### src/rtl/vedic_pkg.sv
// Shared constants and elaboration helpers for the pipelined Vedic multiplier.
package vedic_pkg;

    localparam int BASE_W = 4;

    function automatic bit width_legal(input int width);
        return (width == 8) || (width == 16) || (width == 32) || (width == 64);
    endfunction

    // Each halving of the operand width down to the 4x4 base is one recursion level.
    function automatic int split_levels(input int width);
        return $clog2(width / BASE_W);
    endfunction

    // One registered 4x4 stage plus two register stages per recursion level.
    function automatic int core_latency(input int width);
        return 2 * split_levels(width) + 1;
    endfunction

    // Core plus the sign/magnitude front stage and the negate back stage.
    function automatic int mult_latency(input int width);
        return core_latency(width) + 2;
    endfunction

endpackage

### src/rtl/vedic_mul_core.sv
// Unsigned WIDTH x WIDTH Vedic core: recursive split into four half-width cores down
// to registered 4x4 products. Every register advances only when en=1.
module vedic_mul_core
    import vedic_pkg::*;
#(
    parameter int WIDTH = 16
) (
    input  logic               clk,
    input  logic               en,
    input  logic [WIDTH-1:0]   a,
    input  logic [WIDTH-1:0]   b,
    output logic [2*WIDTH-1:0] p
);

    localparam int PW = 2 * WIDTH;

    if (WIDTH == BASE_W) begin : g_base
        logic [PW-1:0] prod_q;

        // NOTE: datapath registers carry no reset; the stage-valid bits in the wrapper
        // decide whether their contents mean anything, so the wide buses stay reset-free.
        always_ff @(posedge clk) begin
            if (en) begin
                prod_q <= PW'(a) * PW'(b);
            end
        end

        assign p = prod_q;
    end else begin : g_split
        localparam int H  = WIDTH / 2;
        localparam int MW = WIDTH + 2;

        logic [WIDTH-1:0] ll, lh, hl, hh;

        vedic_mul_core #(.WIDTH(H)) u_ll (.clk, .en, .a(a[H-1:0]),     .b(b[H-1:0]),     .p(ll));
        vedic_mul_core #(.WIDTH(H)) u_lh (.clk, .en, .a(a[H-1:0]),     .b(b[WIDTH-1:H]), .p(lh));
        vedic_mul_core #(.WIDTH(H)) u_hl (.clk, .en, .a(a[WIDTH-1:H]), .b(b[H-1:0]),     .p(hl));
        vedic_mul_core #(.WIDTH(H)) u_hh (.clk, .en, .a(a[WIDTH-1:H]), .b(b[WIDTH-1:H]), .p(hh));

        logic [MW-1:0]    cross_q;
        logic [WIDTH-1:0] ll_a_q, hh_a_q;
        logic [MW-1:0]    mid_q;
        logic [H-1:0]     ll_lo_q;
        logic [WIDTH-1:0] hh_b_q;

        // NOTE: non-blocking assignments make stage B read the previous stage A contents,
        // which is exactly the two-register split of the cross-term addition.
        always_ff @(posedge clk) begin
            if (en) begin
                cross_q <= MW'(lh) + MW'(hl);
                ll_a_q  <= ll;
                hh_a_q  <= hh;
                mid_q   <= cross_q + MW'(ll_a_q[WIDTH-1:H]);
                ll_lo_q <= ll_a_q[H-1:0];
                hh_b_q  <= hh_a_q;
            end
        end

        // Composition is combinational and lands in the consumer's first register stage.
        assign p = (PW'(hh_b_q) << WIDTH) + (PW'(mid_q) << H) + PW'(ll_lo_q);
    end

endmodule

### src/rtl/vedic_mult_pipe.sv
// Pipelined signed/unsigned Vedic multiplier with valid/ready handshake, pass-through
// tag and one global stall enable shared by every pipeline register.
module vedic_mult_pipe
    import vedic_pkg::*;
#(
    parameter int WIDTH = 16,
    parameter int TAG_W = 4
) (
    input  logic               clk,
    input  logic               rst,
    input  logic               in_valid,
    output logic               in_ready,
    input  logic [WIDTH-1:0]   in_a,
    input  logic [WIDTH-1:0]   in_b,
    input  logic               in_signed,
    input  logic [TAG_W-1:0]   in_tag,
    output logic               out_valid,
    input  logic               out_ready,
    output logic [2*WIDTH-1:0] out_result,
    output logic [TAG_W-1:0]   out_tag
);

    localparam int LATENCY  = mult_latency(WIDTH);
    localparam int SB_DEPTH = LATENCY - 1;

    if (!width_legal(WIDTH)) begin : g_bad_width
        $error("vedic_mult_pipe: WIDTH must be 8, 16, 32 or 64");
    end

    logic en;
    assign en       = !out_valid || out_ready;
    assign in_ready = en;

    function automatic logic [WIDTH-1:0] magnitude(input logic [WIDTH-1:0] x,
                                                   input logic             is_signed);
        return (is_signed && x[WIDTH-1]) ? -x : x;
    endfunction

    // Sideband index k travels alongside pipeline stage k+1; the last entry lines up
    // with the core output feeding the negate stage.
    logic [WIDTH-1:0]    a_mag_q, b_mag_q;
    logic [SB_DEPTH-1:0] vld_q, neg_q;
    logic [TAG_W-1:0]    tag_q [SB_DEPTH];
    logic [2*WIDTH-1:0]  core_p;

    always_ff @(posedge clk) begin
        if (rst) begin
            vld_q      <= '0;
            out_valid  <= 1'b0;
            out_result <= '0;
            out_tag    <= '0;
        end else if (en) begin
            vld_q     <= {vld_q[SB_DEPTH-2:0], in_valid};
            out_valid <= vld_q[SB_DEPTH-1];
            if (vld_q[SB_DEPTH-1]) begin
                out_result <= neg_q[SB_DEPTH-1] ? -core_p : core_p;
                out_tag    <= tag_q[SB_DEPTH-1];
            end
        end
    end

    always_ff @(posedge clk) begin
        if (en) begin
            a_mag_q  <= magnitude(in_a, in_signed);
            b_mag_q  <= magnitude(in_b, in_signed);
            neg_q    <= {neg_q[SB_DEPTH-2:0], in_signed && (in_a[WIDTH-1] ^ in_b[WIDTH-1])};
            tag_q[0] <= in_tag;
            for (int i = 1; i < SB_DEPTH; i++) begin
                tag_q[i] <= tag_q[i-1];
            end
        end
    end

    vedic_mul_core #(.WIDTH(WIDTH)) u_core (
        .clk (clk),
        .en  (en),
        .a   (a_mag_q),
        .b   (b_mag_q),
        .p   (core_p)
    );

endmodule

### config.mk
export PLATFORM = sky130hd
export DESIGN_NAME = vedic_mult_pipe
export DESIGN_NICKNAME = d
export VERILOG_FILES = /design/src/rtl/vedic_pkg.sv /design/src/rtl/vedic_mul_core.sv /design/src/rtl/vedic_mult_pipe.sv
export SDC_FILE = /design/constraint.sdc
export NUM_CORES = 1
export LEC_CHECK = 0
export BUFFER_PORTS_ARGS = -buffer_cell sky130_fd_sc_hd__buf_2
export CAP_MARGIN = 40
export CORE_ASPECT_RATIO = 1.2
export CORE_MARGIN = 3
export CORE_UTILIZATION = 46
export DETAILED_ROUTE_END_ITERATION = 12
export PLACE_DENSITY = 0.65
export SETUP_SLACK_MARGIN = 0.1
export SLEW_MARGIN = 20
export SYNTH_ARGS = -nofsm -noshare
export SYNTH_HDL_FRONTEND = slang
export SYNTH_HIERARCHICAL = 1
export SYNTH_SLANG_ARGS = --single-unit
export TNS_END_PERCENT = 10
### constraint.sdc
create_clock -name clk -period 25.2 [get_ports clk]
set_clock_uncertainty 0.15 [all_clocks]
set_input_delay 6.3 -clock clk [delete_from_list [all_inputs] [get_ports clk]]
set_output_delay 6.3 -clock clk [all_outputs]
set_load 0.05 [all_outputs]
# ---- After elaboration in Yosys (flattened, before gate mapping)
# Memories as Yosys holds them, arrays and structs flattened. A register that Yosys moved wholly into a read port is not among the register bits.
# Index checks and enable logic that the tools add are counted.
dict set report word_totals {
  ff_bits 489
  latchBits 0
  ram_bits 24
  mem_bits_ro 0
  out_inout_bits 38
  elab_cells 104
  mem_count 1
}
dict set report op_classes {
  add_sub_neg 23
  n_mul 16
  div_mod_pow 0
  n_lt_le_gt_ge 0
  eq_ne 0
  shift 0
  muxes 5
  bitwise 1
  reduce_logical 6
}
# memory depth word_bits rd rd_ports_with_merged_regs write_ports line
set mem_list {}
lappend mem_list {tag_q 6 4 6 1 6 vedic_mult_pipe.sv:43} ;# logic [TAG_W-1:0] tag_q [SB_DEPTH];
# op n
set ops {}
lappend ops {{4-bit by 4-bit multiplier with 8-bit output} 16}
lappend ops {{16-bit by 14-bit adder with 16-bit output} 4}
lappend ops {{16-bit by 4-bit adder with 16-bit output} 4}
lappend ops {{10-bit by 4-bit adder with 10-bit output} 4}
lappend ops {{8-bit by 8-bit adder with 9-bit output} 4}
lappend ops {{32-bit by 26-bit adder with 32-bit output} 1}
lappend ops {{32-bit by 8-bit adder with 32-bit output} 1}
lappend ops {{16-bit 2-to-1 mux} 2}
lappend ops {{32-bit 2-to-1 mux} 1}
lappend ops {{16-bit negator} 2}
lappend ops {{32-bit negator} 1}
lappend ops {{18-bit by 8-bit adder with 18-bit output} 1}
lappend ops {{16-bit by 16-bit adder with 17-bit output} 1}
lappend ops {{1-bit logical AND} 3}
lappend ops {{1-bit 2-to-1 mux} 2}
lappend ops {{2-bit AND reduction} 1}
lappend ops {{1-bit logical NOT} 1}
lappend ops {{1-bit logical OR} 1}
lappend ops {{1-bit XOR} 1}

# ---- Longest topological paths before layout
# Gate-level depths: netlist (run 1).
dict set report depth {
  ltp_word 4
  mapped_depth 12
  mapped_depth_nobuf 12
}

# ---- Modules after synthesis
# Netlist (run 1), hierarchy kept.
# module n_inst cells_per_inst area_per_inst_um2
set by_module_without_submodules {}
lappend by_module_without_submodules {{vedic_mul_core at u_core.g_split.u_hh ...} 4 164 2296.0}
lappend by_module_without_submodules {{vedic_mul_core at u_core.g_split.u_hh.g_split.u_hh ...} 8 59 689.4}
lappend by_module_without_submodules {{vedic_mul_core at u_core.g_split.u_hh.g_split.u_lh ...} 8 59 686.9}
lappend by_module_without_submodules {{vedic_mul_core at u_core} 1 384 4808.4}
lappend by_module_without_submodules {vedic_mult_pipe 1 434 4783.3}

# ---- Worst setup path after synthesis (run 1)
# OpenSTA, ideal clock, no wires.
dict set report synth_timing {
  kind {input to output}
  startpoint {in out_ready}
  endpoint {out in_ready}
  t_arrival_ns 15.516
  required_ns 18.750
  path_slack_ns 3.234
  cell_stages 3
  n_path_buf 1
  path_cell_list {nor2b_1 -> clkbuf_1 -> clkinv_1}
}
dict set report synth_via {
  elab_chain_len 1
}
# element line
set synth_lines {}
lappend synth_lines {{start, declared} vedic_mult_pipe.sv:18} ;# input logic out_ready,
lappend synth_lines {{1-bit logical OR} vedic_mult_pipe.sv:31} ;# assign en = !out_valid || out_ready;
lappend synth_lines {{end, declared} vedic_mult_pipe.sv:12} ;# output logic in_ready,
# Every way passes these cells.

# ---- Final worst setup path (run 1)
# Ends and elaborated chain as after synthesis.

==> results of run 1 <==
kinds of logic after synthesis:
kind of cell | share of synthesized area, %
buf+inv | 2.56
fa+ha+maj | 18.0
compound gates | 10.4
flops | 50.2
mux | 0.437
xor+xnor | 5.53
simple gates | 12.9
power by group:
part / switching [uW] / total (uW) / internal, uW
Combinational: 765 / 1360 / 594
Clock: 326 / 768 / 442
Sequential: 146 / 1440 / 1300
registers in the layout, summed over array words and instances (netlist names), 9 cells and up:
signal,count
u_core/g_split.u_lh/g_split.cross_q,9
u_core/g_split.hh_a_q,16
u_core/g_split.ll_a_q,16
u_core/g_split.u_hl/g_split.cross_q,9
u_core/g_split.u_hh/g_split.mid_q,10
u_core/g_split.mid_q,18
u_core/g_split.u_hh/g_split.cross_q,9
u_core/g_split.cross_q,17
out_result,32
tag_q,24
u_core/g_split.u_ll/g_split.mid_q,10
b_mag_q,16
u_core/g_split.u_hl/g_split.mid_q,10
u_core/g_split.hh_b_q,16
u_core/g_split.u_ll/g_split.cross_q,9
u_core/g_split.u_lh/g_split.mid_q,10
a_mag_q,16
worst min path at each step:
stage	start	endpoint	slack, ns	depth (start not counted)
3_3_place_gp	u_core/g_split.u_lh/g_split.hh_a_q[0]	u_core/g_split.u_lh/g_split.hh_b_q[0]	0.25	0
4_1_cts	u_core/g_split.u_hh/g_split.hh_a_q[1]	u_core/g_split.u_hh/g_split.hh_b_q[1]	0.26	0
2_1_floorplan	neg_q[0]	neg_q[1]	0.25	0
5_1_grt	u_core/g_split.u_hh/g_split.u_ll/p[2]	u_core/g_split.u_hh/g_split.ll_a_q[2]	0.26	0
3_5_place_dp	neg_q[1]	neg_q[2]	0.25	0
6_report	u_core/g_split.u_ll/g_split.hh_a_q[3]	u_core/g_split.u_ll/g_split.hh_b_q[3]	0.26	0
final cells by class:
class / count / area (sq um) / area share [%]
sequential: 512 / 14900 / 45.5
multi-input combinational: 1727 / 14100 / 42.8
clock buffer: 58 / 1350 / 4.09
tap: 824 / 1030 / 3.14
timing repair buffer: 93 / 571 / 1.74
inverter: 130 / 495 / 1.51
clock inverter: 40 / 398 / 1.21
antenna: 1 / 2.50 / 0.00761
per-stage QoR:
step	setup slack, ns	total power (uW)	area, sq um	hold slack [ns]
3_5_place_dp	11.05	2810	31100	0.255
3_3_place_gp	11.11	2760	31000	0.251
6_report	11.03	3570	32900	0.264
4_1_cts	11.04	3600	32800	0.263
2_1_floorplan	3.23	2500	29800	0.250
5_1_grt	10.93	3850	32900	0.263
cells in the final DEF, fill, tap and decap left out, types with 16 or more instances in the layout:
cell / instances
o31ai_1: 16
xor2_1: 85
dfxtp_1: 43
a211oi_1: 50
nor3_1: 37
nor2b_1: 29
nand2_1: 142
clkbuf_16: 53
a21o_2: 17
a21o_1: 40
nor2_1: 96
o2111ai_1: 17
fa_1: 79
inv_1: 129
ha_1: 301
nand3_1: 25
and2_1: 216
edfxtp_1: 469
xnor2_1: 103
buf_2: 78
a21oi_1: 130
o21ai_0: 67
metal layers:
metal,track usage (%),vias up
met4,5.14,0
met2,29.8,313
met5,0,-
li1,-,9138
met1,19.6,8766
met3,2.15,106
==> impl_metrics.tcl, run 1 <==
set metrics [dict create \
    leakage_uw 0.0141 \
    clock-sinks 512 \
    viasPerCell 5.41 \
    drv_slew 0 \
    portBuffers 78 \
    top_layer_used "met4" \
    dr_wl_met2_um 28000 \
    setup_tns_ns 0 \
    antenna_found_initial 1 \
    cts_buffer_depth 3 \
    ys_seq_area_share_pct 50.2 \
    final-hold-violation-count 0 \
    nets 2938 \
    synth_nets 2839 \
    grt_pass1_wl_um 90200 \
    r2r_cells 12 \
    endpoint "in_ready" \
    drt-met1-wl_um 23500 \
    num_io_pins 79 \
    async_flop_share_pct 0 \
    hold_path.class "reg2reg" \
    yosys_most_used_dff "edfxtp_1" \
    core_sq_um 63700 \
    outcome "complete, no violations" \
    maxCapViolations 0 \
    crit_required_ns 18.75 \
    cts_hold_buf 0 \
    clock-root-buffer "clkbuf_16" \
    synth.avg_cell_area_sq_um 12.3 \
    yosysTopAreaCellShare_pct 47.3 \
    powerDensity_nw_per_um2 109 \
    die_h_um 285 \
    path_buf_inv 3 \
    setup_viol 0 \
    period_needed_ns 14.17 \
    cts_tree "done" \
    cts.clk_slew.worst_paths_ns 0.06 \
    route.vias.total 18323 \
    cts_buffers 53 \
    syn_to_final_growth_pct 10.3 \
    critPathLaunch "out_ready" \
    grt_usage_pct 16.2 \
    worstPathCellList "buf_2, nor2b_1, inv_8, buf_2" \
    path_max_fanout 64 \
    cp_common_cell "buf_2" \
    post_cts_buffers 0 \
    rr_endpoint "out_result[29]" \
    initial_core_util_pct 46.8 \
    overflow 0 \
    fillers 5440 \
    die_w_um 238 \
    drtPass1Iterations 5 \
    fin_util_pct 51.6 \
    post_cts_resized 0 \
    synth_area_leaders "edfxtp_1 47%, ha_1 13%, fa_1 5.3%" \
    worst-path-stages 4 \
    wl_met3_um 1750 \
    fin_crit_sh_pct 56.2 \
    crit_family "buffers and inverters" \
    irDropWorstVdd_mv 0.0696 \
    place_inst 3284 \
    drcViolationCount 0 \
    relSlewSlack_pct 47.9 \
    ant_nets 0 \
    regToRegSetupSlack_ns 20.97 \
    tightest_slew_ns 0.774 \
    fmax_ghz 0.0706 \
    rsz0062_at_grt "no" \
    synth_most_common_cell "edfxtp_1" \
    endpoint_kind "output pin" \
    ys_ff_latch 512 \
    die_area_sq_um 67900 \
    dp_hpwl_um 40000 \
    cpMaxStageDelayCell "nor2b_1" \
    drtIter0Drc 942 \
    yosysWarnings 6 \
    first_global_vias 18368 \
    place_congestion 0.839 \
    critPathLaunchType "primary input" \
    rr_startpoint "u_core/g_split.mid_q[8]" \
    crit_arrival_ns 7.72 \
    drive_gt1_share_pct 8.71 \
    synth.distinct_cells 74 \
    synth_area_sq_um 29800 \
    totalWireLength_um 54800 \
    wl_per_cell_um 16.2 \
    synth_top_area_cell "edfxtp_1" \
    netlist_top_cells_count "469 x edfxtp_1, 301 x ha_1, 215 x and2_1" \
    rows 101 \
    netlist_instances 2418 \
    synth-edff-count 469 \
    grt_max_degree 75 \
    slowest_delay_ns 0.59 \
    worstSetupPathType "in2out" \
    h-tree-depth 2 \
    clock_latency_ns 0.60 \
    layout.cells.non_filler 3385 \
]
No activity file was read; power rests on OpenSTA's default activity.
==> run 2: changes to the inputs <==
==> constraint.sdc (replaced) <==
create_clock -name clk -period 14.2 [get_ports clk]
set_clock_uncertainty 0.15 [all_clocks]
set_input_delay 3.55 -clock clk [delete_from_list [all_inputs] [get_ports clk]]
set_output_delay 3.55 -clock clk [all_outputs]
set_load 0.05 [all_outputs]
==> impl_metrics.tcl, run 2 (synthesis gave the netlist of run 1 again) <==
set metrics [dict create \
    critPathLaunchType "primary input" \
    crit_required_ns 10.50 \
    totalWireLength_um 55800 \
    post_cts_resized 0 \
    place_congestion 0.833 \
    irDropWorstVdd_mv 0.108 \
    rows 101 \
    crit_arrival_ns 4.79 \
    mostFrequentLayoutCells "469 x edfxtp_1, 301 x ha_1, 216 x and2_1" \
    num_io_pins 79 \
    p_seq_share_pct 40.2 \
    first_global_vias 18826 \
    path_buf_inv 4 \
    powerDensity_nw_per_um2 195 \
    overflow 0 \
    clock-root-buffer "clkbuf_16" \
    endpoint_kind "output pin" \
    fmax_ghz 0.118 \
    die_area_sq_um 67900 \
    period_needed_ns 8.49 \
    cts_hold_buf 0 \
    largest_reg_flops 32 \
    cts.clk_slew.worst_paths_ns 0.06 \
    syn_to_final_growth_pct 10.6 \
    maxCapViolations 0 \
    setup_tns_ns 0 \
    grt_pass1_wl_um 92000 \
    path_max_fanout 74 \
    p_sw_uw 2200 \
    cts_buffers 53 \
    reg_top3 "out_result x32, tag_q x24, u_core/g_split.mid_q x18" \
    cpMaxStageDelayCell "nor2b_1" \
    route.vias.total 18513 \
    leakage_uw 0.0141 \
    h-tree-depth 2 \
    p_clk_share_pct 22.1 \
    crit_family "buffers and inverters" \
    die_h_um 285 \
    drtIter0Drc 1063 \
    slowest_delay_ns 0.43 \
    grt_usage_pct 16.6 \
    ant_nets 0 \
    setup_viol 0 \
    rsz0062_at_grt "no" \
    dp_hpwl_um 40200 \
    drcViolationCount 0 \
    portBuffers 78 \
    fin_crit_sh_pct 59.8 \
    antennaDiodeCount 0 \
    grt_max_degree 188 \
    drive_gt1_share_pct 8.86 \
    regMostFlops "out_result" \
    antenna_found_initial 1 \
    initial_core_util_pct 46.8 \
    tightest_slew_ns 0.993 \
    drv_slew 0 \
    clock-sinks 512 \
    post_cts_buffers 0 \
    internal_power_uw 4200 \
    combinationalPowerShare_pct 37.7 \
    cp_common_cell "buf_2" \
    holdWs_ns 0.254 \
    die_w_um 238 \
    viasPerCell 5.47 \
    outcome "complete, no violations" \
    cts_tree "done" \
    relSlewSlack_pct 33.8 \
    clock_latency_ns 0.60 \
    core_sq_um 63700 \
    worstSetupPathType "in2out" \
    wl_per_cell_um 16.5 \
    nets 2939 \
    worstPathCellList "buf_2, nor2b_1, buf_4, inv_16, buf_2" \
    p_sw_share_pct 34.4 \
    final_common_cell "edfxtp_1" \
    hold_path.class "reg2reg" \
    drtPass1Iterations 5 \
    cts_buffer_depth 3 \
    final-hold-violation-count 0 \
]
## run 2: cell types whose count changed in the layout (fill, tap and decap cells not counted), sizes merged
cell      before  now
clkinvlp       8    9
inv          137  136
diode          1    0
buf           93   94
clkinv        20   17
bufinv         5    8
clkbuf        58   59
## run 2: through the flow
stage,util [%],instances,worst slack (ns),cell area [sq um],total power [uW]
2_1_floorplan,-,2418,2.24,29800,4430
4_1_cts,51.7,3385,5.72,32900,6450
3_3_place_gp,48.8,3283,5.45,31100,4880
3_5_place_dp,48.8,3286,5.73,31100,4990
6_report,51.7,3386,5.71,32900,6410
5_1_grt,51.7,3386,5.63,32900,6900
## run 2: layout make-up
| class | instances | area (sq um) |
|---|---|---|
| fillers | 5478 | 30700 |
| flip-flops and latches | 512 | 14900 |
| multi-input cells | 1727 | 14100 |
| clock buffers | 59 | 1350 |
| well taps | 824 | 1030 |
| repair buffers | 94 | 571 |
| inverters | 130 | 504 |
| clock inverters | 40 | 463 |
## run 2: final timing paths
check                                         from                                    end  slack, ns  cells past startpoint
max                                      out_ready                               in_ready       5.71                      5
min reg2reg  u_core/g_split.u_hh/g_split.u_ll/p[1]  u_core/g_split.u_hh/g_split.ll_a_q[1]       0.25                      0
max reg2reg                u_core/g_split.mid_q[8]                         out_result[29]       9.97                     12
min          u_core/g_split.u_hh/g_split.u_ll/p[1]  u_core/g_split.u_hh/g_split.ll_a_q[1]       0.25                      0
## run 2: power groups by stage
| stage | logic, uW | registers [uW] | clock network [uW] |
|---|---|---|---|
| floorplan | 1950 | 2470 | 0 |
| global placement | 2290 | 2590 | 0 |
| detailed placement | 2380 | 2610 | 0 |
| CTS | 2400 | 2580 | 1460 |
| global route | 2750 | 2630 | 1520 |
| finish | 2420 | 2570 | 1420 |
## run 2: per-layer routing
metal	global-route usage (%)	wire length (um)	vias to the layer above	share of wire, %
li1	-	-	9137	-
met5	0	0	-	0
met2	29.6	27900	352	50
met1	20.3	23700	8903	43
met4	6.06	1940	0	3.5
met3	2.37	2210	121	4.0
==> run 3: changes to the inputs <==
--- a/config.mk
+++ b/config.mk
@@ -11,7 +11,7 @@
 export CORE_MARGIN = 3
 export CORE_UTILIZATION = 46
 export DETAILED_ROUTE_END_ITERATION = 12
-export PLACE_DENSITY = 0.65
+export PLACE_DENSITY = 0.67
 export SETUP_SLACK_MARGIN = 0.1
 export SLEW_MARGIN = 20
 export SYNTH_ARGS = -nofsm -noshare
==> constraint.sdc (replaced) <==
create_clock -name clk -period 6.9 [get_ports clk]
set_clock_uncertainty 0.15 [all_clocks]
set_input_delay 1.725 -clock clk [delete_from_list [all_inputs] [get_ports clk]]
set_output_delay 1.725 -clock clk [all_outputs]
set_load 0.05 [all_outputs]
==> impl_metrics.tcl, run 3 (synthesis gave the netlist of run 1 again) <==
set metrics [dict create \
    outcome "complete, no violations" \
    rsz0062_at_grt "no" \
    cts_buffer_depth 3 \
    dp_hpwl_um 40200 \
    drtPass1Iterations 5 \
    endpoint_kind "output pin" \
    cts_buffers 53 \
    place_congestion 0.827 \
    final_area_sq_um 32800 \
    tightest_slew_ns 0.792 \
    top_usage_layer "met2" \
    num_io_pins 79 \
    h-tree-depth 2 \
    layout.cells.non_filler 3382 \
    nets 2936 \
    wl_per_cell_um 16.3 \
    p_total_uw 13000 \
    clock-root-buffer "clkbuf_16" \
    clock_latency_ns 0.61 \
    grtUsageMet1_pct 20.2 \
    drv_slew 0 \
    post_cts_buffers 0 \
    post_cts_resized 0 \
    viasPerCell 5.43 \
    syn_to_final_growth_pct 10.2 \
    grt_max_degree 129 \
    die_area_sq_um 67900 \
    reg_top3 "out_result x32, tag_q x24, u_core/g_split.mid_q x18" \
    period_needed_ns 4.86 \
    grt_usage_pct 16.4 \
    die_h_um 285 \
    antenna_found_initial 0 \
    cts_hold_buf 0 \
    initial_core_util_pct 46.8 \
    die_w_um 238 \
    met2_usage_pct 29.6 \
    ant_nets 0 \
    maxCapViolations 0 \
    regMostFlops "out_result" \
    final-hold-violation-count 0 \
    largest_reg_flops 32 \
    portBuffers 78 \
    drcViolationCount 0 \
    use_met3_pct 2.53 \
    mostFrequentLayoutCells "469 x edfxtp_1, 301 x ha_1, 216 x and2_1" \
    fin_crit_sh_pct 70.5 \
    place_inst 3281 \
    leakage_uw 0.0141 \
    hold_path.class "reg2reg" \
    rr_endpoint "out_result[29]" \
    fmax_ghz 0.206 \
    first_global_vias 18723 \
    totalWireLength_um 55100 \
    rr_startpoint "u_core/g_split.mid_q[8]" \
    cts_tree "done" \
    overflow 0 \
    place_area_sq_um 31100 \
    rows 101 \
    antennaDiodeCount 0 \
    grt_pass1_wl_um 91400 \
    crit_required_ns 5.03 \
    cts.clk_slew.worst_paths_ns 0.06 \
    critPathLaunch "out_ready" \
    r2r_cells 12 \
    clock-sinks 512 \
    powerDensity_nw_per_um2 395 \
    drive_gt1_share_pct 8.76 \
    final_common_cell "edfxtp_1" \
    relSlewSlack_pct 47.2 \
    crit_arrival_ns 2.99 \
    critPathLaunchType "primary input" \
    regToRegSetupSlack_ns 2.75 \
    core_sq_um 63700 \
    irDropWorstVdd_mv 0.257 \
    setup_viol 0 \
    endpoint "in_ready" \
    path_max_fanout 57 \
    setup_tns_ns 0 \
    drtIter0Drc 927 \
    route.vias.total 18354 \
    worstSetupPathType "in2out" \
]
## run 3: report_power, final
part           internal [uW]  leakage (uW)  switching, uW  total, uW
sequential              4740       0.00552            562       5300
combinational           2170       0.00771           2790       4960
clock                   1510      0.000834           1200       2710
## run 3: how the worst min path moves through the flow
| stage | from | endpoint | cells after the start |
|---|---|---|---|
| after floorplan | neg_q[0] | neg_q[1] | 0 |
| after global placement | u_core/g_split.u_hl/g_split.u_hh/p[4] | u_core/g_split.u_hl/g_split.hh_a_q[4] | 0 |
| after detailed placement | neg_q[3] | neg_q[4] | 0 |
| after CTS | u_core/g_split.u_hh/g_split.u_hh/p[3] | u_core/g_split.u_hh/g_split.hh_a_q[3] | 0 |
| after global routing | u_core/g_split.u_hh/g_split.u_hh/p[3] | u_core/g_split.u_hh/g_split.hh_a_q[3] | 0 |
| final | u_core/g_split.u_hh/g_split.u_hh/p[3] | u_core/g_split.u_hh/g_split.hh_a_q[3] | 0 |
## run 3: through the flow
step	util (%)	setup slack [ns]	hold WS [ns]
finish	51.6	2.04	0.246
global route	51.6	1.90	0.239
CTS	51.5	2.04	0.235
detailed placement	48.8	2.03	0.255
global placement	48.7	1.64	0.250
floorplan	-	0.484	0.250
## run 3: critical path, cell delays in order
cell	delay, ns
buf_2	0.10
nor2b_1	0.40
buf_4	0.27
clkinv_16	0.14
buf_2	0.28
## run 3: area by class of cell
cell class	instances	area, sq um
timing repair buffer	91	573
tap	824	1030
fill	5427	30900
clock inverter	35	260
multi-input combinational	1727	14100
clock buffer	63	1440
sequential	512	14900
inverter	130	514
## run 3: routing by layer
layer | vias to the layer above | part of all wire [%]
li1 | 9130 | -
met1 | 8804 | 43
met2 | 329 | 50
met3 | 91 | 3.8
met4 | 0 | 2.7
met5 | - | 0
